`src/rtl/stack_op_sequencer.sv`:
```
// stack_op_sequencer: command sequencer for an external DW x DEPTH LIFO with push/pop/tos strobes.
// Define STACK_SEQ_SWAP_EN to build op 8 (SWAP); otherwise op 8 is rejected as illegal.
module stack_op_sequencer #(
  parameter int DW      = 8,
  parameter int DEPTH   = 32,
  parameter int DEPTH_W = 6
) (
  input  logic               clk,
  input  logic               rst,
  input  logic               cmd_valid,
  output logic               cmd_ready,
  input  logic [3:0]         cmd_op,
  input  logic [DW-1:0]      cmd_data,
  output logic               done,
  output logic               err,
  output logic [DW-1:0]      res_data,
  output logic [DEPTH_W-1:0] depth,
  output logic               stk_push,
  output logic               stk_pop,
  output logic               stk_tos,
  output logic [DW-1:0]      stk_in,
  input  logic [DW-1:0]      stk_out
);
  localparam logic [3:0] OP_PUSH = 4'd0;
  localparam logic [3:0] OP_POP  = 4'd1;
  localparam logic [3:0] OP_TOS  = 4'd2;
  localparam logic [3:0] OP_DUP  = 4'd3;
  localparam logic [3:0] OP_ADD  = 4'd4;
  localparam logic [3:0] OP_SUB  = 4'd5;
  localparam logic [3:0] OP_AND  = 4'd6;
  localparam logic [3:0] OP_NOT  = 4'd7;
  localparam logic [3:0] OP_SWAP = 4'd8;
`ifdef STACK_SEQ_SWAP_EN
  localparam logic [3:0] LAST_OP = OP_SWAP;
`else
  localparam logic [3:0] LAST_OP = OP_NOT;
`endif
  typedef enum logic [3:0] {
    IDLE, POP_A, POP_B, TOS_A, CAP_A, CAP_B, PUSH_R,
`ifdef STACK_SEQ_SWAP_EN
    PUSH_R2,
`endif
    DONE
  } state_t;
  state_t        state;
  logic [3:0]    op;
  logic [DW-1:0] imm, a, b;
  logic          accept, reject, binop, push2, peek;
  assign accept    = cmd_valid & cmd_ready;
  assign cmd_ready = state == IDLE;
  assign done      = state == DONE;
`ifdef STACK_SEQ_SWAP_EN
  assign push2 = state == PUSH_R2;
`else
  assign push2 = 1'b0;
`endif
  assign stk_push = state == PUSH_R || push2;
  assign stk_pop  = state == POP_A || state == POP_B;
  assign stk_tos  = state == TOS_A;
  assign binop    = op == OP_ADD || op == OP_SUB || op == OP_AND || op == OP_SWAP;
  assign peek     = op == OP_POP || op == OP_TOS;
  // Depth is checked before any strobe so a rejected command never touches the stack
  assign reject = cmd_op > LAST_OP ? 1'b1 :
                  (cmd_op == OP_PUSH || cmd_op == OP_DUP) ? depth == DEPTH_W'(DEPTH) :
                  (cmd_op == OP_POP || cmd_op == OP_TOS || cmd_op == OP_NOT) ? depth == '0 :
                  depth < DEPTH_W'(2);
  // b is below a, so binary results are b op a; SWAP pushes a then b
  assign stk_in = push2 ? b :
                  op == OP_PUSH ? imm :
                  op == OP_NOT  ? ~a :
                  op == OP_ADD  ? b + a :
                  op == OP_SUB  ? b - a :
                  op == OP_AND  ? b & a : a;
  always_ff @(posedge clk or posedge rst) begin
    if (rst) begin
      state    <= IDLE;
      depth    <= '0;
      res_data <= '0;
      err      <= 1'b0;
      op       <= '0;
      imm      <= '0;
      a        <= '0;
      b        <= '0;
    end else begin
      depth <= stk_push ? depth + 1'b1 : stk_pop ? depth - 1'b1 : depth;
      case (state)
        IDLE: if (accept) begin
          op  <= cmd_op;
          imm <= cmd_data;
          err <= reject;
          if (reject) res_data <= '0;
          state <= reject ? DONE :
                   cmd_op == OP_PUSH ? PUSH_R :
                   (cmd_op == OP_TOS || cmd_op == OP_DUP) ? TOS_A : POP_A;
        end
        POP_A: state <= binop ? POP_B : CAP_A;
        POP_B: begin
          a     <= stk_out;
          state <= CAP_B;
        end
        CAP_B: begin
          b     <= stk_out;
          state <= PUSH_R;
        end
        TOS_A: state <= CAP_A;
        CAP_A: begin
          a <= stk_out;
          if (peek) res_data <= stk_out;
          state <= peek ? DONE : PUSH_R;
        end
`ifdef STACK_SEQ_SWAP_EN
        PUSH_R: begin
          if (op != OP_SWAP) res_data <= stk_in;
          state <= op == OP_SWAP ? PUSH_R2 : DONE;
        end
        PUSH_R2: begin
          res_data <= stk_in;
          state    <= DONE;
        end
`else
        PUSH_R: begin
          res_data <= stk_in;
          state    <= DONE;
        end
`endif
        default: state <= IDLE;
      endcase
    end
  end
endmodule

```
`config.mk`:
```
export PLATFORM = sky130hd
export DESIGN_NAME = stack_op_sequencer
export DESIGN_NICKNAME = d
export VERILOG_FILES = /design/src/rtl/stack_op_sequencer.sv
export SDC_FILE = /design/constraint.sdc
export NUM_CORES = 1
export LEC_CHECK = 0
export CAP_MARGIN = 10
export CORE_MARGIN = 2
export CORE_UTILIZATION = 45
export CTS_CLUSTER_SIZE = 30
export DETAILED_ROUTE_END_ITERATION = 12
export GPL_TIMING_DRIVEN = 0
export PLACE_DENSITY = 0.69
export REMOVE_ABC_BUFFERS = 1
export SLEW_MARGIN = 20
export SYNTH_ARGS = -nofsm -noshare
export SYNTH_HDL_FRONTEND = slang
export SYNTH_SLANG_ARGS = --single-unit
```
`constraint.sdc`:
```
create_clock -name clk -period 3.7 [get_ports clk]
set_input_delay 1.11 -clock clk [delete_from_list [all_inputs] [get_ports clk]]
set_output_delay 1.11 -clock clk [all_outputs]
set_load 0.05 [all_outputs]
```
# After elaboration in Yosys (flattened, before gate mapping)
# Cells that the tools add are included.
# classes
n_eq_ne,22
n_mux,21
n_reduce_logical,18
bitwise,3
add_sub_neg,4
magnitude_cmp,2
# op_table
operator,count
8-bit 2-to-1 mux,8
"4-bit by 3-bit == test with 1-bit output, second input constant",9
4-bit one-hot mux with 7 select lines,1
8-bit one-hot mux with 3 select lines,1
"4-bit by 2-bit == test with 1-bit output, second input constant",5
"4-bit by 1-bit == test with 1-bit output, second input constant",3
4-bit logical NOT,3
6-bit 2-to-1 mux,2
1-bit logical OR,9
3-bit 2-to-1 mux,3
8-bit adder,1
8-bit bitwise AND,1
8-bit NOT,1
8-bit subtractor,1
"6-bit by 1-bit adder with 6-bit output, second input constant",1
"6-bit == test, second input constant",1
6-bit logical NOT,1
"6-bit by 2-bit < comparator with 1-bit output, second input constant",1
"6-bit by 1-bit subtractor with 6-bit output, second input constant",1
"4-bit == test, second input constant",1
"4-bit by 3-bit > comparator with 1-bit output, second input constant",1
1-bit 2-to-1 mux,4
4-bit 2-to-1 mux,1
"2-bit by 1-bit inequality test with 1-bit output, second input constant",2
8 further kinds,8
# word_totals
ff_bits,47
in_bits,23
elab_cells,78

# Depth between registers and ports, before layout
# Gate-level depths: netlist of the first run.
# logic_depth
ltp_word,9
ltp_mapped,12

# Worst setup path after synthesis of the first run
# No wires, ideal clock.
# synth_timing
path_kind,register to output
startpoint,reg a[0]
endpoint,out stk_in[2]
slack_ns,-0.474
n_path_buf,0
arrival_ns,3.064
path_stages_with_launch,8
cell_sequence,dfrtp_1 -> ha_1 -> inv_1 -> fa_1 -> mux2i_1 -> xnor2_1 -> nor3_1 -> o41ai_1
# synth_between
elab_chain_cells,5
word_cells_on_any_way,6
classes_between,add/sub: 2; mux: 4
# synth_rtl
item,line_no,rtl
from (decl),47,"logic [DW-1:0] imm, a, b;"
from (signal assigned),98,a <= stk_out;
from (signal assigned),107,a <= stk_out;
8-bit subtractor,72,op == OP_SUB ? b - a :
8-bit 2-to-1 mux,72,
8-bit 2-to-1 mux *,71,op == OP_ADD ? b + a :
8-bit 2-to-1 mux *,70,op == OP_NOT ? ~a :
8-bit 2-to-1 mux *,69,op == OP_PUSH ? imm :
to (decl),21,"output logic [DW-1:0] stk_in,"
# Every way passes the cells marked *; elsewhere a longest branch is shown, timed or not.

# Worst setup path in the final report of the first run
# layout_timing
startpoint,reg a[0]
endpoint,out stk_in[6]
# Same word-level chain as after synthesis.

==> metrics, run 1 <==
pin count of the biggest net entering global routing=32; Avg Cell Area, Syn=between 9 and 10 sq um; area grow syn2layout=23.7%; WL/cell=17.7 microns; clock root buffer=clkbuf_8; FILL cells=~650; crit-path max FO=4; Seq/Total Area, Yosys=around a third; Post-synth ARST share=100%; final period utilization=102%; die area=approximately 8100 sq um; layout cells sized above 1=a little over a fifth; HPWL Detailed=6.49 mm; hold_ws=between 500 and 600 ps; worst path arrival time=~2700 ps; crit path launch type=register; Syn Inst Count=roughly 360; status=finished, violations left; Synth Warn #=0; most frequent CP cell=a21oi_2; Critical Path RT=approximately 2600 ps; gr usage total=22.0%; # IOs=51; actual slew at the worst max-slew pin=~860 ps; width of the chip=89.7 microns; DR vias=slightly below 3000; CTS tree=built; H-Tree Depth=2; num rows=31; mapped cell area=~3300 sq um; crit path cell chain=ha_2 > inv_1 > fa_1 > o21bai_1 > a21oi_2 > or4_1 > a21oi_2 > a221oi_2 > nor2_1 > buf_6; Reg2Reg Depth=6; number of nets with antenna violations after routing=0; crit path capture type=primary output; total of max-cap violations=0; grt ovf=0; DR DRC count=0; Fin. Hold Viols=0; PortBufs=50; Initial Util=a little under half; NumNets Final=between 400 and 500; TritonRoute pass-1 iters=4; Final Max Tran Viols=0; ys flop type=dfrtp_1; clk_skew=about 4.8 ps; worst-case clock buffer depth=2; 1st-iter DRT viols=approximately 170; vias in the first global route=roughly 2800; placeable core region=7180 sq um; hold_buf cts=0; Hold Path End=res_data[6]; Hold Path Depth=1; clock period minus worst slack=about 3800 ps; CP peak stage delay=420 ps; Distinct cells, synth=around 60; Die Height=89.7 microns; number of flops mapped to enable cells by yosys=0; RSZ-0062 raised after global routing=yes; crit path kind=reg -> out; WL final=about 8.9 mm; initial antenna violation count=0; worst reg2reg path startpoint=depth[0]; routability cong.=between 0.9 and 1; diode count=0; relative slew slack=42.2%; worst hold path startpoint=res_data[6]; worst setup margin=-56.7 ps; first-pass GRT wire length=about 14 mm; failing checks=setup timing; Worst R2R End=res_data[0]; Clock Latency Late Sink=300 ps; critical path's slowest cell=or4_1; Fmax=about 270 MHz; hold crit path type=reg -> reg; Inserted Clock Buffers=5; clock sinks=between 40 and 50; via/cell ratio=5.78; # setup viols final=2; CTS clk-pin slew, worst paths=approximately 100 ps; Synth Register Bits=46; r2r setup slk=between 1000 and 1500 ps
==> cell usage after synthesis, types with 3 or more instances <==
master / instances / area [sq um]
a221oi_1: 6 / 52.6
inv_1: 22 / 82.6
buf_2: 5 / 25.0
mux2i_1: 3 / 30.0
and3_1: 4 / 25.0
a21oi_2: 4 / 35.0
a21o_1: 5 / 37.5
o221ai_1: 3 / 26.3
a22oi_1: 6 / 45.0
nand2_1: 27 / 101
ha_1: 19 / 238
xnor2_1: 9 / 78.8
a211oi_1: 3 / 22.5
nor2_1: 32 / 120
nor2b_1: 7 / 43.8
o22ai_1: 3 / 18.8
nor3_1: 10 / 50.1
nand2b_1: 4 / 25.0
o211ai_1: 3 / 22.5
clkbuf_1: 13 / 48.8
a21oi_1: 26 / 130
nand3_1: 8 / 40.0
o21a_1: 3 / 22.5
o21ai_0: 21 / 105
mux2_2: 24 / 270
fa_1: 3 / 60.1
dfrtp_1: 46 / 1150
==> layout by cell type, fill, tap and decap left out, types with 4 or more instances in the layout <==
master           netlist  routed
dfrtp_1               46      42
clkdlybuf4s50_1        0      41
nor2_1                32      30
nand2_1               27      27
mux2_2                24      24
a21oi_1               26      23
o21ai_0               21      21
inv_1                 22      18
ha_1                  19      15
xnor2_1                9       9
nor3_1                10       9
nand3_1                8       8
a21oi_2                4       7
a22oi_1                6       6
clkbuf_8               0       6
buf_4                  0       6
a21o_1                 5       5
nor2b_1                7       5
inv_2                  0       4
a221oi_2               0       4
and3_1                 4       4
==> registers in the layout, indices dropped and copies added, names as in the netlist <==
| signal | count |
|---|---|
| res_data | 8 |
| imm | 8 |
| a | 8 |
| state | 3 |
| op | 4 |
| depth | 6 |
| err | 1 |
| b | 8 |
==> cells by family after synthesis <==
logic type	Yosys count	share of synthesized area [%]
AO/OA/AOI/OAI	109	23.0
AND/OR/NAND/NOR	107	16.0
flip-flops	46	34.8
buffers and inverters	42	5.18
multiplexers	27	9.08
adder cells (fa/ha/maj)	22	9.01
XOR/XNOR	11	2.91
==> area by class of cell <==
| type | instances | area (sq um) | area share (%) |
|---|---|---|---|
| clock buffer | 6 | 82.6 | 2.02 |
| clock inverter | 2 | 16.3 | 0.398 |
| inverter | 23 | 86.3 | 2.11 |
| multi-input combinational | 276 | 2090 | 51.2 |
| sequential | 46 | 1160 | 28.3 |
| tap | 99 | 124 | 3.03 |
| timing repair buffer | 54 | 529 | 12.9 |
==> per-stage QoR <==
stage | utilization [%] | instance area, sq um | worst slack [ps] | TNS (ps) | instances
2_1_floorplan | - | 3220 | -481 | -535 | 345
3_3_place_gp | 53.6 | 3850 | -635 | -3280 | 494
3_5_place_dp | 53.9 | 3870 | -634 | -3130 | 495
4_1_cts | 56.8 | 4080 | -41.7 | -75.9 | 505
5_1_grt | 57.0 | 4090 | -160 | -309 | 506
6_report | 57.0 | 4090 | -56.7 | -65.3 | 506
==> worst max-delay path: cells and delay by family (launching register included) <==
family / cells / cell delay [ps]
flops: 1 / 400
simple gates: 2 / 550
compound gates: 4 / 520
fa+ha+maj: 2 / 630
buf+inv: 2 / 230
==> routing by layer <==
layer  GRT usage [%]  wire length (microns)  up-vias
met4            5.51                     61        0
met2            35.2                   4170       84
li1                -                      -     1408
met3            3.52                    392        7
met5               0                      0        -
met1            31.3                   4330     1427
==> worst max path at each step <==
stage | depth (start not counted) | to | startpoint
floorplan | 7 | stk_in[2] | a[0]
global route | 11 | stk_in[6] | b[0]
detailed placement | 10 | stk_in[7] | a[4]
CTS | 11 | stk_in[6] | b[0]
finish | 10 | stk_in[6] | a[0]
global placement | 10 | stk_in[7] | a[4]
==> timing repair <==
item / CTS / global route
resized for setup: 59 / 19
setup endpoints to repair: 8 / 8
endpoints found under the hold margin: 0 / 0
buffers inserted: 2 / 1
pin swaps: 7 / 4
Power of run 1 is left out: the tool's default activity adds up to more than one toggle a clock period on the data nets, which glitch-free logic cannot reach.
==> run 2, diff against run 1 <==
--- a/constraint.sdc
+++ b/constraint.sdc
@@ -3,2 +3,2 @@
 set_output_delay 1.11 -clock clk [all_outputs]
-set_load 0.05 [all_outputs]
+set_load 0.02 [all_outputs]
==> metrics, run 2 (synthesis results as in run 1) <==
status=finished, violations left; failing checks=setup timing; layout cells sized above 1=19.7%; width of the chip=89.7 microns; Area after DPL=slightly below 4000 sq um; 1st-iter DRT viols=between 200 and 250; Inserted Clock Buffers=5; most frequent CP cell=a221oi_2; H-Tree Depth=2; CTS tree=built; Critical Path RT=2590 ps; FILL cells=654; via/cell ratio=5.78; # IOs=51; relative slew slack=a little over two fifths; initial antenna violation count=0; clock root buffer=clkbuf_8; placeable core region=7180 sq um; worst-case clock buffer depth=2; Worst R2R End=res_data[0]; Fin. Hold Viols=0; Initial Util=a little under half; Fmax=268 MHz; utilization after layout=~57%; Reg2Reg Depth=6; hold crit path type=reg -> reg; CTS clk-pin slew, worst paths=100 ps; critical path's top delay family=compound AO/OA/AOI/OAI gates; routability cong.=roughly 0.93; worst path arrival time=2620 ps; DR DRC count=0; final instance area=roughly 4000 sq um; WP buf/inv=3; crit path launch=b[0]; crit path capture type=primary output; clock sinks=46; area grow syn2layout=23.6%; hold_ws=about 510 ps; num rows=31; grt ovf=0; TritonRoute pass-1 iters=5; diode count=0; CP endpoint=stk_in[6]; crit path cell chain=inv_1 > ha_2 > inv_2 > fa_2 > a21o_1 > a221oi_2 > xnor2_1 > nand2_1 > a221oi_2 > nor2_1 > buf_4; HPWL Detailed=~6.5 mm; number of nets with antenna violations after routing=0; crit path kind=reg -> out; crit path launch type=register; commonest non-fill, non-tap cell in the layout=clkdlybuf4s50_1; worst reg2reg path startpoint=depth[0]; WL final=~9 mm; PortBufs=50; CP peak stage delay=410 ps; Final Max Tran Viols=0; vias in the first global route=between 2000 and 3000; Die Height=between 80 and 90 microns; most frequent cells in the layout=clkdlybuf4s50_1 (43), dfrtp_1 (41), nor2_1 (31), nand2_1 (27), a21oi_1 (25); final period utilization=101%; gr usage total=approximately 22%; Clock Latency Late Sink=around 300 ps; worst setup margin=-27.6 ps; NumNets Final=451; die area=~8000 sq um; pin count of the biggest net entering global routing=32; clk_skew=just over 7 ps; r2r setup slk=around 1100 ps; clock period minus worst slack=around 3700 ps; DR vias=2924; WL/cell=17.6 microns; RSZ-0062 raised after global routing=yes; crit-path max FO=3; critical path's slowest cell=dfrtp_1; # setup viols final=1; total of max-cap violations=0; WP depth=11; actual slew at the worst max-slew pin=about 860 ps; first-pass GRT wire length=~14 mm; worst hold path startpoint=res_data[6]
## run 2: cell count changes in the layout (fill, tap and decap cells not counted), sizes merged
cell | before | now
buf | 10 | 7
clkdlybuf4s15 | 0 | 1
clkdlybuf4s50 | 41 | 43
dlygate4sd2 | 1 | 2
dlymetal6s2s | 1 | 0
## run 2: layout make-up
class	instances	area (sq um)	area share [%]
inverter	23	86.3	2.11
clock buffer	6	82.6	2.02
timing repair buffer	54	528	12.9
multi-input combinational	276	2090	51.1
sequential	46	1160	28.4
tap	99	124	3.03
clock inverter	2	16.3	0.398
## run 2: worst register-to-register path, cell delays in order, from the launching register on
cell	delay, ps
dfrtp_1	480
mux2_2	300
nand2_1	80
a41oi_2	170
or4b_4	540
a21oi_4	510
mux2_2	400
## run 2: layer usage
layer	vias to the layer above	track usage, %	share of wire (%)
met2	94	34.8	46
met3	10	3.52	4.4
li1	1408	-	-
met1	1412	31.7	49
met4	0	5.38	0.92
met5	-	0	0
## run 2: worst min-delay path by stage
stage                       end  slack [ps]  cells past startpoint
finish              res_data[6]         510                      1
CTS                 res_data[6]         520                      1
detailed placement  res_data[6]         500                      1
floorplan                imm[0]         480                      1
global placement    res_data[0]         490                      1
global route        res_data[2]         540                      2
## run 2: per-stage QoR
| step | setup slack, ps | cells | TNS [ps] |
|---|---|---|---|
| 4_1_cts | -29.8 | 505 | -39.2 |
| 5_1_grt | -149 | 506 | -297 |
| 3_3_place_gp | -436 | 494 | -1770 |
| 6_report | -27.6 | 506 | -27.6 |
| 3_5_place_dp | -434 | 495 | -1600 |
| 2_1_floorplan | 349 | 345 | 0 |
## run 2: what timing repair did
item | in CTS | in global routing
hold buffers | 0 | 0
resized for setup | 40 | 14
pin swaps | 7 | 4
setup buffers | 2 | 1
endpoints found under the setup margin | 8 | 7
Power of run 2 is left out for the same reason.
==> run 3, diff against run 2 <==
- DONT_BUFFER_PORTS: unset -> 1
- PLACE_DENSITY: 0.69 -> unset
==> metrics, run 3 (synthesis results as in run 1) <==
Inserted Clock Buffers=5; placeable core region=7180 sq um; Critical Path RT=about 2600 ps; WL/cell=18.8 microns; DR vias=~2700; area grow syn2layout=12.0%; routability cong.=between 0.9 and 1; actual slew at the worst max-slew pin=slightly below 1000 ps; PortBufs=0; status=finished, violations left; initial antenna violation count=0; num rows=31; first-pass GRT wire length=between 10 and 15 mm; placed cell count=about 450; worst path arrival time=between 2000 and 3000 ps; H-Tree Depth=2; HPWL Detailed=about 6 mm; WL final=8.62 mm; CTS tree=built; Final Max Tran Viols=0; crit path kind=reg -> out; commonest non-fill, non-tap cell in the layout=dfrtp_1; final period utilization=100%; clock root buffer=clkbuf_8; layout cells sized above 1=a little over a fifth; Fin. Hold Viols=0; clk_skew=~7.3 ps; worst setup margin=-2.54 ps; most frequent cells in the layout=dfrtp_1 (43), nor2_1 (30), nand2_1 (27), mux2_2 (24), a21oi_1 (23); clock period minus worst slack=~3700 ps; number of nets with antenna violations after routing=0; via/cell ratio=between 5 and 6; gr usage total=~22%; r2r setup slk=just over 1000 ps; # setup viols final=1; crit path launch type=register; Hold Path Depth=1; width of the chip=89.7 microns; CTS clk-pin slew, worst paths=around 90 ps; NumNets Final=403; vias in the first global route=about 2800; crit path capture type=primary output; Fmax=270 MHz; relative slew slack=34.5%; pin count of the biggest net entering global routing=31; non-filler cells, final=458; setup TNS=-2.54 ps; 1st-iter DRT viols=about 200; TritonRoute pass-1 iters=4; Reg2Reg Depth=6; Initial Util=approximately 46%; total of max-cap violations=0; Clock Latency Late Sink=about 310 ps; hold crit path type=reg -> reg; clock sinks=46; DR DRC count=0; crit-path max FO=4; worst-case clock buffer depth=2; die area=8050 sq um; Die Height=roughly 90 microns; grt ovf=0; # IOs=between 50 and 60; failing checks=setup timing; diode count=0
## run 3: cell types whose count changed in the layout (fill, tap and decap cells not counted), sizes merged
cell,before,now
clkdlybuf4s50,43,0
dlygate4sd2,2,0
buf,7,6
bufinv,0,1
clkbuf,7,6
clkdlybuf4s15,1,0
inv,23,22
## run 3: repair_timing
action,CTS,global route
buffers inserted,2,3
resized for setup,18,17
setup endpoints to repair,5,5
hold buffers,0,0
pin swaps,6,6
## run 3: layout make-up
| cell class | count | area [sq um] |
|---|---|---|
| clock buffers | 6 | 72.6 |
| clock inverters | 2 | 37.5 |
| fillers | 655 | 3470 |
| inverters | 23 | 86.3 |
| multi-input cells | 276 | 2170 |
| flip-flops and latches | 46 | 1150 |
| well taps | 99 | 124 |
| repair buffers | 6 | 57.6 |
## run 3: path summary, 6_finish.rpt
path                          start          end
min reg2reg                  imm[1]       imm[1]
min                          imm[1]       imm[1]
max in group asynchronous       rst         a[6]
max                            b[0]    stk_in[6]
min in group asynchronous       rst  res_data[3]
max reg2reg                depth[0]  res_data[0]
## run 3: stage by stage
| step | worst slack (ps) | hold slack, ps | instance area, sq um | util (%) |
|---|---|---|---|---|
| 2_1_floorplan | 349 | 481 | 3220 | - |
| 3_3_place_gp | -56.7 | 496 | 3350 | 46.6 |
| 3_5_place_dp | -54.6 | 499 | 3370 | 47.0 |
| 4_1_cts | -7.81 | 522 | 3590 | 50.0 |
| 5_1_grt | -58.2 | 549 | 3700 | 51.6 |
| 6_report | -2.54 | 518 | 3700 | 51.6 |
## run 3: layer usage
metal / global-route usage [%] / routed length (microns) / part of all wire, % / up-vias
met5: 0 / 0 / 0 / -
met4: 6.92 / 171 / 2.0 / 0
met3: 3.86 / 402 / 4.7 / 12
met2: 33.5 / 4050 / 47 / 65
met1: 30.6 / 3990 / 46 / 1314
li1: - / - / - / 1301
## run 3: worst max-delay path, cell delays in order (launching register included)
cell and delay (ps):
dfrtp_1 380, buf_4 130, ha_4 140, inv_1 50, fa_2 360, o21bai_1 220
a21oi_2 120, or4_4 430, a21oi_2 210, a221oi_4 70, nor2_4 170
Power of run 3 is left out for the same reason.
